--- src/rtl/fpu_pkg.sv ---
// Shared definitions for the sequential single-precision FPU.
// Holds the op_sel encodings, IEEE-754 field widths, canned result
// constants, flag bit positions, the controller state enum and a
// leading-zero counter used by the normaliser.
package fpu_pkg;

  localparam int EXP_W     = 8;
  localparam int MAN_W     = 23;
  localparam int BIAS      = 127;
  localparam int DIV_ITERS = 26;

  localparam logic [31:0] QNAN    = 32'h7FC0_0000;
  localparam logic [31:0] POS_INF = 32'h7F80_0000;

  localparam int FLG_INVALID   = 3;
  localparam int FLG_DIV_ZERO  = 2;
  localparam int FLG_OVERFLOW  = 1;
  localparam int FLG_UNDERFLOW = 0;

  typedef enum logic [1:0] {
    FPU_OP_ADD = 2'b00,
    FPU_OP_SUB = 2'b01,
    FPU_OP_MUL = 2'b10,
    FPU_OP_DIV = 2'b11
  } fpu_op_e;

  typedef enum logic [2:0] {
    ST_IDLE,
    ST_UNPACK,
    ST_EXEC,
    ST_DIV,
    ST_NORM,
    ST_DONE
  } fpu_state_e;

  // Returns 0 for an all-zero input; callers treat zero separately.
  function automatic logic [4:0] lzc27(input logic [26:0] v);
    logic found;
    lzc27 = 5'd0;
    found = 1'b0;
    for (int i = 26; i >= 0; i--) begin
      if (!found && v[i]) begin
        found = 1'b1;
        lzc27 = 5'(26 - i);
      end
    end
  endfunction

endpackage

--- src/rtl/fpu_div_iter.sv ---
// Restoring mantissa divider: one quotient bit per clock, DIV_ITERS bits.
// Ports:
//   clk, rst_n      clock / async active-low reset
//   start_i         load dividend/divisor (both 24-bit with hidden bit)
//   dividend_i      numerator mantissa
//   divisor_i       denominator mantissa
//   busy_o          iterations remain
//   done_o          high during the cycle whose edge produces the last bit
//   quot_o          26-bit quotient, bit 25 has weight 1
//   sticky_o        final remainder is non-zero
module fpu_div_iter
  import fpu_pkg::*;
(
  input  logic        clk,
  input  logic        rst_n,
  input  logic        start_i,
  input  logic [23:0] dividend_i,
  input  logic [23:0] divisor_i,
  output logic        busy_o,
  output logic        done_o,
  output logic [25:0] quot_o,
  output logic        sticky_o
);

  logic [24:0] rem_q;
  logic [23:0] dvs_q;
  logic [25:0] quot_q;
  logic [4:0]  cnt_q;
  logic [25:0] trial;

  // Remainder stays below twice the divisor, so 25 bits plus a sign suffice.
  assign trial = {1'b0, rem_q} - {2'b0, dvs_q};

  always_ff @(posedge clk or negedge rst_n) begin
    if (!rst_n) begin
      rem_q  <= '0;
      dvs_q  <= '0;
      quot_q <= '0;
      cnt_q  <= '0;
    end else if (start_i) begin
      rem_q  <= {1'b0, dividend_i};
      dvs_q  <= divisor_i;
      quot_q <= '0;
      cnt_q  <= 5'(DIV_ITERS);
    end else if (cnt_q != 5'd0) begin
      if (!trial[25]) begin
        rem_q  <= trial[24:0] << 1;
        quot_q <= {quot_q[24:0], 1'b1};
      end else begin
        rem_q  <= rem_q << 1;
        quot_q <= {quot_q[24:0], 1'b0};
      end
      cnt_q <= cnt_q - 5'd1;
    end
  end

  assign busy_o   = (cnt_q != 5'd0);
  assign done_o   = (cnt_q == 5'd1);
  assign quot_o   = quot_q;
  assign sticky_o = (rem_q != '0);

endmodule

--- src/rtl/fpu_seq_core.sv ---
// Sequential IEEE-754 single-precision add/sub/mul/div with valid/ready
// on both request and result sides.
// Ports:
//   clk, rst_n              clock / async active-low reset
//   in_valid, in_ready      request handshake
//   a, b, op_sel            operands and operation (00 add, 01 sub, 10 mul, 11 div)
//   out_valid, out_ready    result handshake
//   result, flags           result word, {invalid, div_by_zero, overflow, underflow}
// Build option FPU_SPECIAL_CASES_EN: NaN/Inf/zero handling with invalid and
// div_by_zero flags. Without it exp==255 is an ordinary exponent and x/0
// returns signed Inf silently.
//
// state  | meaning
// IDLE   | in_ready high, waiting for a request
// UNPACK | split fields, flush denormals, resolve bypass results, start divider
// EXEC   | align+add/sub or 24x24 multiply
// DIV    | divider iterating, one quotient bit per cycle
// NORM   | normalise, round to nearest even, range check, pack
// DONE   | out_valid high, hold until out_ready
module fpu_seq_core
  import fpu_pkg::*;
(
  input  logic        clk,
  input  logic        rst_n,
  input  logic        in_valid,
  output logic        in_ready,
  input  logic [31:0] a,
  input  logic [31:0] b,
  input  logic [1:0]  op_sel,
  output logic        out_valid,
  input  logic        out_ready,
  output logic [31:0] result,
  output logic [3:0]  flags
);

  fpu_state_e state_q, state_d;
  fpu_op_e    op_q;
  logic [31:0] a_q, b_q, result_q, res_d, byp_res_q, byp_res_d;
  logic [3:0]  flags_q, flg_d, byp_flg_q, byp_flg_d;
  logic        byp_q, byp_d;
  logic        sa_q, sb_q, n_sign_q;
  logic [7:0]  ea_q, eb_q;
  logic [23:0] ma_q, mb_q;
  logic signed [9:0] n_exp_q;
  logic [27:0] n_man_q;

  // Unpack straight from the captured operands; sb is the effective sign.
  logic        ua_sb, zero_b, s_x;
  logic [23:0] ua_ma, ua_mb;
  assign ua_sb  = b_q[31] ^ (op_q == FPU_OP_SUB);
  assign zero_b = (b_q[30:23] == 8'd0);
  assign s_x    = a_q[31] ^ b_q[31];
  assign ua_ma  = (a_q[30:23] == 8'd0) ? 24'd0 : {1'b1, a_q[22:0]};
  assign ua_mb  = zero_b ? 24'd0 : {1'b1, b_q[22:0]};

`ifdef FPU_SPECIAL_CASES_EN
  logic zero_a, nan_a, nan_b, inf_a, inf_b;
  assign zero_a = (a_q[30:23] == 8'd0);
  assign nan_a  = (a_q[30:23] == 8'hFF) && (a_q[22:0] != 23'd0);
  assign nan_b  = (b_q[30:23] == 8'hFF) && (b_q[22:0] != 23'd0);
  assign inf_a  = (a_q[30:23] == 8'hFF) && (a_q[22:0] == 23'd0);
  assign inf_b  = (b_q[30:23] == 8'hFF) && (b_q[22:0] == 23'd0);
`endif

  always_comb begin
    byp_d     = 1'b0;
    byp_res_d = '0;
    byp_flg_d = '0;
`ifdef FPU_SPECIAL_CASES_EN
    if (nan_a || nan_b) begin
      byp_d = 1'b1; byp_res_d = QNAN; byp_flg_d[FLG_INVALID] = 1'b1;
    end else begin
      case (op_q)
        FPU_OP_ADD, FPU_OP_SUB: begin
          if (inf_a && inf_b && (a_q[31] != ua_sb)) begin
            byp_d = 1'b1; byp_res_d = QNAN; byp_flg_d[FLG_INVALID] = 1'b1;
          end else if (inf_a) begin
            byp_d = 1'b1; byp_res_d = {a_q[31], POS_INF[30:0]};
          end else if (inf_b) begin
            byp_d = 1'b1; byp_res_d = {ua_sb, POS_INF[30:0]};
          end
        end
        FPU_OP_MUL: begin
          if ((inf_a && zero_b) || (zero_a && inf_b)) begin
            byp_d = 1'b1; byp_res_d = QNAN; byp_flg_d[FLG_INVALID] = 1'b1;
          end else if (inf_a || inf_b) begin
            byp_d = 1'b1; byp_res_d = {s_x, POS_INF[30:0]};
          end
        end
        default: begin
          if ((zero_a && zero_b) || (inf_a && inf_b)) begin
            byp_d = 1'b1; byp_res_d = QNAN; byp_flg_d[FLG_INVALID] = 1'b1;
          end else if (zero_b) begin
            byp_d = 1'b1; byp_res_d = {s_x, POS_INF[30:0]}; byp_flg_d[FLG_DIV_ZERO] = 1'b1;
          end else if (inf_a) begin
            byp_d = 1'b1; byp_res_d = {s_x, POS_INF[30:0]};
          end else if (inf_b) begin
            byp_d = 1'b1; byp_res_d = {s_x, 31'd0};
          end
        end
      endcase
    end
`else
    if (op_q == FPU_OP_DIV && zero_b) begin
      byp_d = 1'b1; byp_res_d = {s_x, POS_INF[30:0]};
    end
`endif
  end

  // Add/sub: order by magnitude so the magnitude subtraction never goes negative.
  logic        a_big, s_big, s_sml;
  logic [7:0]  e_big, e_sml, e_diff;
  logic [23:0] m_big, m_sml;
  logic [4:0]  sh;
  logic [55:0] al_tmp;
  logic [27:0] m_al, m_sum;
  logic [47:0] prod;
  logic [27:0] mul_man;
  logic signed [9:0] mul_exp, div_exp;

  assign a_big  = {ea_q, ma_q} >= {eb_q, mb_q};
  assign e_big  = a_big ? ea_q : eb_q;
  assign e_sml  = a_big ? eb_q : ea_q;
  assign m_big  = a_big ? ma_q : mb_q;
  assign m_sml  = a_big ? mb_q : ma_q;
  assign s_big  = a_big ? sa_q : sb_q;
  assign s_sml  = a_big ? sb_q : sa_q;
  assign e_diff = e_big - e_sml;
  assign sh     = (e_diff > 8'd31) ? 5'd31 : e_diff[4:0];
  assign al_tmp = {1'b0, m_sml, 3'b000, 28'd0} >> sh;
  // Bits shifted past the round position collapse into the LSB as sticky.
  assign m_al   = {al_tmp[55:29], al_tmp[28] | (|al_tmp[27:0])};
  assign m_sum  = (s_big == s_sml) ? ({1'b0, m_big, 3'b000} + m_al)
                                   : ({1'b0, m_big, 3'b000} - m_al);

  assign prod    = ma_q * mb_q;
  assign mul_man = {prod[47:21], prod[20] | (|prod[19:0])};
  assign mul_exp = $signed({2'b00, ea_q}) + $signed({2'b00, eb_q}) - 10'sd127;
  assign div_exp = $signed({2'b00, ea_q}) - $signed({2'b00, eb_q}) + 10'sd127;

  logic        div_start, div_busy, div_done, div_sticky;
  logic [25:0] div_quot;
  assign div_start = (state_q == ST_UNPACK) && (op_q == FPU_OP_DIV);

  fpu_div_iter u_div (
    .clk        (clk),
    .rst_n      (rst_n),
    .start_i    (div_start),
    .dividend_i (ua_ma),
    .divisor_i  (ua_mb),
    .busy_o     (div_busy),
    .done_o     (div_done),
    .quot_o     (div_quot),
    .sticky_o   (div_sticky)
  );

  // Normaliser. Working format: bit 26 weight 1, bit 27 carry, [2:0] guard/round/sticky.
  logic [27:0] norm_man;
  logic [26:0] nm;
  logic signed [9:0] ne;
  logic [4:0]  lz;
  logic [23:0] rnd;
  logic        rup, nz;

  assign norm_man = (op_q == FPU_OP_DIV) ? {1'b0, div_quot, div_sticky} : n_man_q;

  always_comb begin
    res_d = '0;
    flg_d = '0;
    lz    = lzc27(norm_man[26:0]);
    if (norm_man[27]) begin
      nm = {norm_man[27:2], norm_man[1] | norm_man[0]};
      ne = n_exp_q + 10'sd1;
    end else begin
      nm = norm_man[26:0] << lz;
      ne = n_exp_q - $signed({5'd0, lz});
    end
    // The leading one is missing only when the magnitude is exactly zero.
    nz  = norm_man[27] | nm[26];
    rup = nm[2] & (nm[1] | nm[0] | nm[3]);
    rnd = {1'b0, nm[25:3]} + {23'd0, rup};
    ne  = ne + $signed({9'd0, rnd[23]});
    if (byp_q) begin
      res_d = byp_res_q;
      flg_d = byp_flg_q;
    end else if (!nz) begin
      res_d = {n_sign_q & (op_q == FPU_OP_MUL || op_q == FPU_OP_DIV), 31'd0};
    end else if (ne >= 10'sd255) begin
      res_d = {n_sign_q, POS_INF[30:0]};
      flg_d[FLG_OVERFLOW] = 1'b1;
    end else if (ne <= 10'sd0) begin
      res_d = {n_sign_q, 31'd0};
      flg_d[FLG_UNDERFLOW] = 1'b1;
    end else begin
      res_d = {n_sign_q, ne[7:0], rnd[22:0]};
    end
  end

  always_comb begin
    state_d   = state_q;
    in_ready  = 1'b0;
    out_valid = 1'b0;
    case (state_q)
      ST_IDLE: begin
        in_ready = 1'b1;
        if (in_valid) state_d = ST_UNPACK;
      end
      ST_UNPACK: state_d = (op_q == FPU_OP_DIV) ? ST_DIV : ST_EXEC;
      ST_EXEC:   state_d = ST_NORM;
      // !div_busy is only a guard against ever parking here.
      ST_DIV:    if (div_done || !div_busy) state_d = ST_NORM;
      ST_NORM:   state_d = ST_DONE;
      ST_DONE: begin
        out_valid = 1'b1;
        if (out_ready) state_d = ST_IDLE;
      end
      default:   state_d = ST_IDLE;
    endcase
  end

  always_ff @(posedge clk or negedge rst_n) begin
    if (!rst_n) state_q <= ST_IDLE;
    else        state_q <= state_d;
  end

  always_ff @(posedge clk or negedge rst_n) begin
    if (!rst_n) begin
      a_q <= '0; b_q <= '0; op_q <= FPU_OP_ADD;
      result_q <= '0; flags_q <= '0;
      sa_q <= 1'b0; sb_q <= 1'b0; ea_q <= '0; eb_q <= '0; ma_q <= '0; mb_q <= '0;
      byp_q <= 1'b0; byp_res_q <= '0; byp_flg_q <= '0;
      n_sign_q <= 1'b0; n_exp_q <= '0; n_man_q <= '0;
    end else begin
      case (state_q)
        ST_IDLE: if (in_valid) begin
          a_q     <= a;
          b_q     <= b;
          op_q    <= fpu_op_e'(op_sel);
          flags_q <= '0;
        end
        ST_UNPACK: begin
          sa_q <= a_q[31];  sb_q <= ua_sb;
          ea_q <= a_q[30:23]; eb_q <= b_q[30:23];
          ma_q <= ua_ma;    mb_q <= ua_mb;
          byp_q <= byp_d; byp_res_q <= byp_res_d; byp_flg_q <= byp_flg_d;
        end
        ST_EXEC: begin
          n_sign_q <= (op_q == FPU_OP_MUL) ? (sa_q ^ sb_q) : s_big;
          n_exp_q  <= (op_q == FPU_OP_MUL) ? mul_exp : $signed({2'b00, e_big});
          n_man_q  <= (op_q == FPU_OP_MUL) ? mul_man : m_sum;
        end
        ST_DIV: begin
          n_sign_q <= sa_q ^ sb_q;
          n_exp_q  <= div_exp;
        end
        ST_NORM: begin
          result_q <= res_d;
          flags_q  <= flg_d;
        end
        default: ;
      endcase
    end
  end

  assign result = result_q;
  assign flags  = flags_q;

endmodule

--- config.mk ---
export PLATFORM = sky130hd
export DESIGN_NAME = fpu_seq_core
export DESIGN_NICKNAME = d
export VERILOG_FILES = /design/src/rtl/fpu_pkg.sv /design/src/rtl/fpu_div_iter.sv /design/src/rtl/fpu_seq_core.sv
export SDC_FILE = /design/constraint.sdc
export NUM_CORES = 2
export LEC_CHECK = 0
export ABC_AREA = 0
export ABC_CLOCK_PERIOD_IN_PS = 9690
export BUFFER_PORTS_ARGS = -buffer_cell sky130_fd_sc_hd__buf_2
export CAP_MARGIN = 20
export CORE_ASPECT_RATIO = 1.75
export CORE_MARGIN = 4
export CORE_UTILIZATION = 50
export DETAILED_ROUTE_END_ITERATION = 12
export PLACE_DENSITY = 0.66
export SLEW_MARGIN = 25
export SYNTH_ARGS = -nofsm -noshare
export SYNTH_HDL_FRONTEND = slang
export SYNTH_SLANG_ARGS = --single-unit
--- constraint.sdc ---
create_clock -name clk -period 9.69 [get_ports clk]
set_input_delay 1.938 -clock clk [delete_from_list [all_inputs] [get_ports clk]]
set_output_delay 1.938 -clock clk [all_outputs]
set_load 0.02 [all_outputs]
==> impl_metrics.csv <==
group,metric,value,unit
critical_path,slowest_delay,0.55,ns
cts,clock_sinks,290,
grt,grt_antenna_before_repair,4,
timing,rsz0062_at_grt,"no",
finish,fillers,7788,
yosys,syn-mean-instance-area,8.409,µm²
yosys,yosysSeqAreaShare,17.37,%
yosys,ys_ff_latch,290,
cts,post_cts_buffers,0,
yosys,synth_top_cell_by_area,"fa_1",
run_status,status,"finished, final reports clean",
flow_run,max_cap_viol_count,0,
hold_path,worstHoldPathType,"flip-flop to flip-flop",
placed_design,gp_congestion,1.020,
critical_path,worstRegToRegCells,33,
routing,wirelength,141500,µm
critical_path,cp-startpoint,"mb_q[8]",
finish,multi_input_area,30890,µm²
placed_design,dp_hpwl,111400,µm
yosys,synth_most_common_cell,"nand2_1",
grt,grt_pass1_wl,217200,µm
timing,period_share,94.24,%
critical_path,crit_family,"adder cells",
cts,cts_max_path_buffers,3,
cts,clock_latency,0.58,ns
finish,regArea,7257,µm²
timing,maxSlewViolCount,0,
critical_path,r2r_start,"mb_q[8]",
critical_path,rr_endpoint,"n_man_q[27]",
yosys,yosys-top-cells-count,"813 x nand2_1, 677 x inv_1, 487 x fa_1",
hold_path,whs_path_depth,2,
routing,firstDrtPassIters,5,
placed_design,dp_slack,0.5306,ns
critical_path,cp-start-kind,"flip-flop",
critical_path,crit_arrival,9.56,ns
critical_path,critPathKind,"flip-flop to flip-flop",
cts,cts_tree,"done",
routing,drc_errors,0,
yosys,synthArstFlopShare,100.0,%
floorplanning,rows,140,
floorplanning,core-area,83030,µm²
finish,num-nets-final,5927,
timing,timing.slew.headroom,29.82,%
floorplanning,die_w,226.5,µm
finish,drive_gt1_share,10.83,%
floorplanning,dieArea,88440,µm²
routing,drtIter0Drc,2547,
routing,vias,36160,
timing,setup_viol,0,
critical_path,cp_max_fo,26,
critical_path,crit_path_end_kind,"flip-flop",
grt,gr-usage-all-layers,32.05,%
critical_path,cpMostUsedCell,"fa_1",
critical_path,cpMaxStageDelayCell,"fa_1",
routing,vias_per_cell,5.909,
yosys,synth_cell_types,100,
yosys,synth_top_area_share,23.33,%
yosys,synth_flop_cell,"dfrtp_1",
timing,setup_ws,0.5579,ns
cts,h-tree-depth,2,
timing,fin_tns_setup,0,ns
cts,numCtsBuffers,34,
yosys,netlist_area,41780,µm²
cts,root_buffer,"clkbuf_16",
finish,areaGrowthSynthToFinish,8.693,%
critical_path,path_buf_inv,5,
critical_path,regToRegSetupSlack,0.56,ns
routing,wl_per_cell,23.12,µm
critical_path,crit_path_end,"n_man_q[27]",
timing,worst_pin_slew,1.042,ns
floorplanning,fp.dieH,390.4,µm
yosys,yosysWarnings,0,
cts,cts.clk_slew.worst_paths,0.06,ns
yosys,synth-edff-count,0,
placed_design,port_buffers,105,
grt,overflow,0,
timing,layout_min_cycle_time,9.132,ns
routing,drtAntennaViolNets,0,
floorplanning,num_io_pins,108,
timing,fmax,0.1095,GHz
yosys,netlist_instances,4969,
floorplanning,start_util,50.32,%
yosys,synth_area_leaders,"fa_1 23%, dfrtp_1 17%, ha_1 10%",
grt,grt_pass1_vias,37880,
grt,grt_max_degree,143,
critical_path,required,10.12,ns
timing,hold_violations,0,
timing,skew,0.02751,ns
critical_path,path_depth,33,
-- kinds of logic (layout without fill, tap and decap cells) --
family	count (synthesis)	after routing	synth area share [%]
simple gates	1596	1596	17.28
buf+inv	972	1055	8.906
compound gates	958	958	14.48
fa+ha+maj	825	825	33.45
flops	290	290	17.37
mux	197	197	5.782
xor+xnor	130	130	2.725
other cells	1	3	0.008975
-- per-stage QoR --
stage               std cells  hold slack (ns)  cell area [µm²]  util, %
global placement         6061           0.4559            44210    53.25
floorplan                4970           0.4398            41790        -
global route             6119           0.4964            45420    54.70
finish                   6119           0.4689            45420    54.70
detailed placement       6061           0.4644            44210    53.25
CTS                      6118           0.4775            45400    54.68
-- sequential cells by signal (all words and copies together), names as in the netlist, 3 cells and up --
register / cells
a_q: 32
b_q: 32
result: 32
n_man_q: 28
u_div.quot_o: 26
u_div.rem_q: 25
ma_q: 24
mb_q: 24
u_div.dvs_q: 24
n_exp_q: 10
ea_q: 8
eb_q: 8
u_div.cnt_q: 5
state_q: 3
-- worst min-delay path: stages (launching register included) --
cell,delay (ns)
dfrtp_1,0.33
nand2_1,0.04
o21ai_0,0.06
-- final cells by class --
class                           count  share of cell area [%]
Multi-Input combinational cell   3708                   68.02
Clock buffer                       42                   2.094
Timing Repair Buffer              319                   4.827
Sequential cell                   290                   15.98
Inverter                          679                   5.612
Clock inverter                     15                  0.5290
Tap cell                         1065                   2.934
Antenna cell                        1                0.005510
-- cell usage in the layout, fill, tap and decap left out, types with 62 or more instances in the layout --
| master | netlist | layout |
|---|---|---|
| a21oi_1 | 251 | 250 |
| nand2_1 | 813 | 811 |
| mux2i_1 | 70 | 70 |
| ha_1 | 338 | 338 |
| fa_1 | 487 | 487 |
| nor2_1 | 273 | 271 |
| mux2_2 | 101 | 101 |
| and2_1 | 187 | 187 |
| buf_4 | 4 | 210 |
| dfrtp_1 | 290 | 290 |
| buf_2 | 10 | 104 |
| inv_1 | 677 | 677 |
| xnor2_1 | 85 | 84 |
| o21ai_0 | 295 | 287 |
| nor3_1 | 62 | 62 |
-- layer usage --
layer	routed length, µm	GRT usage [%]	up-vias
li1	-	-	16390
met1	48090	33.97	17890
met2	72530	57.47	1335
met3	7776	4.507	539
met4	13040	23.22	4
met5	42	0.2264	-
-- worst min path at each step --
stage | startpoint | endpoint | slack [ns]
3_3_place_gp | result[18] | result[18] | 0.46
3_5_place_dp | result[22] | result[22] | 0.46
4_1_cts | result[18] | result[18] | 0.48
6_report | result[22] | result[22] | 0.47
2_1_floorplan | n_man_q[0] | n_man_q[0] | 0.44
5_1_grt | result[24] | result[24] | 0.50
-- repair_timing --
| action | CTS | global route |
|---|---|---|
| gates resized for setup | 0 | 1 |
| setup endpoints to repair | 0 | 1 |
| hold buffers | 0 | 0 |
Power is left out: the tool's default activity adds up to more than one toggle a clock period on the data nets, which glitch-free logic cannot reach.
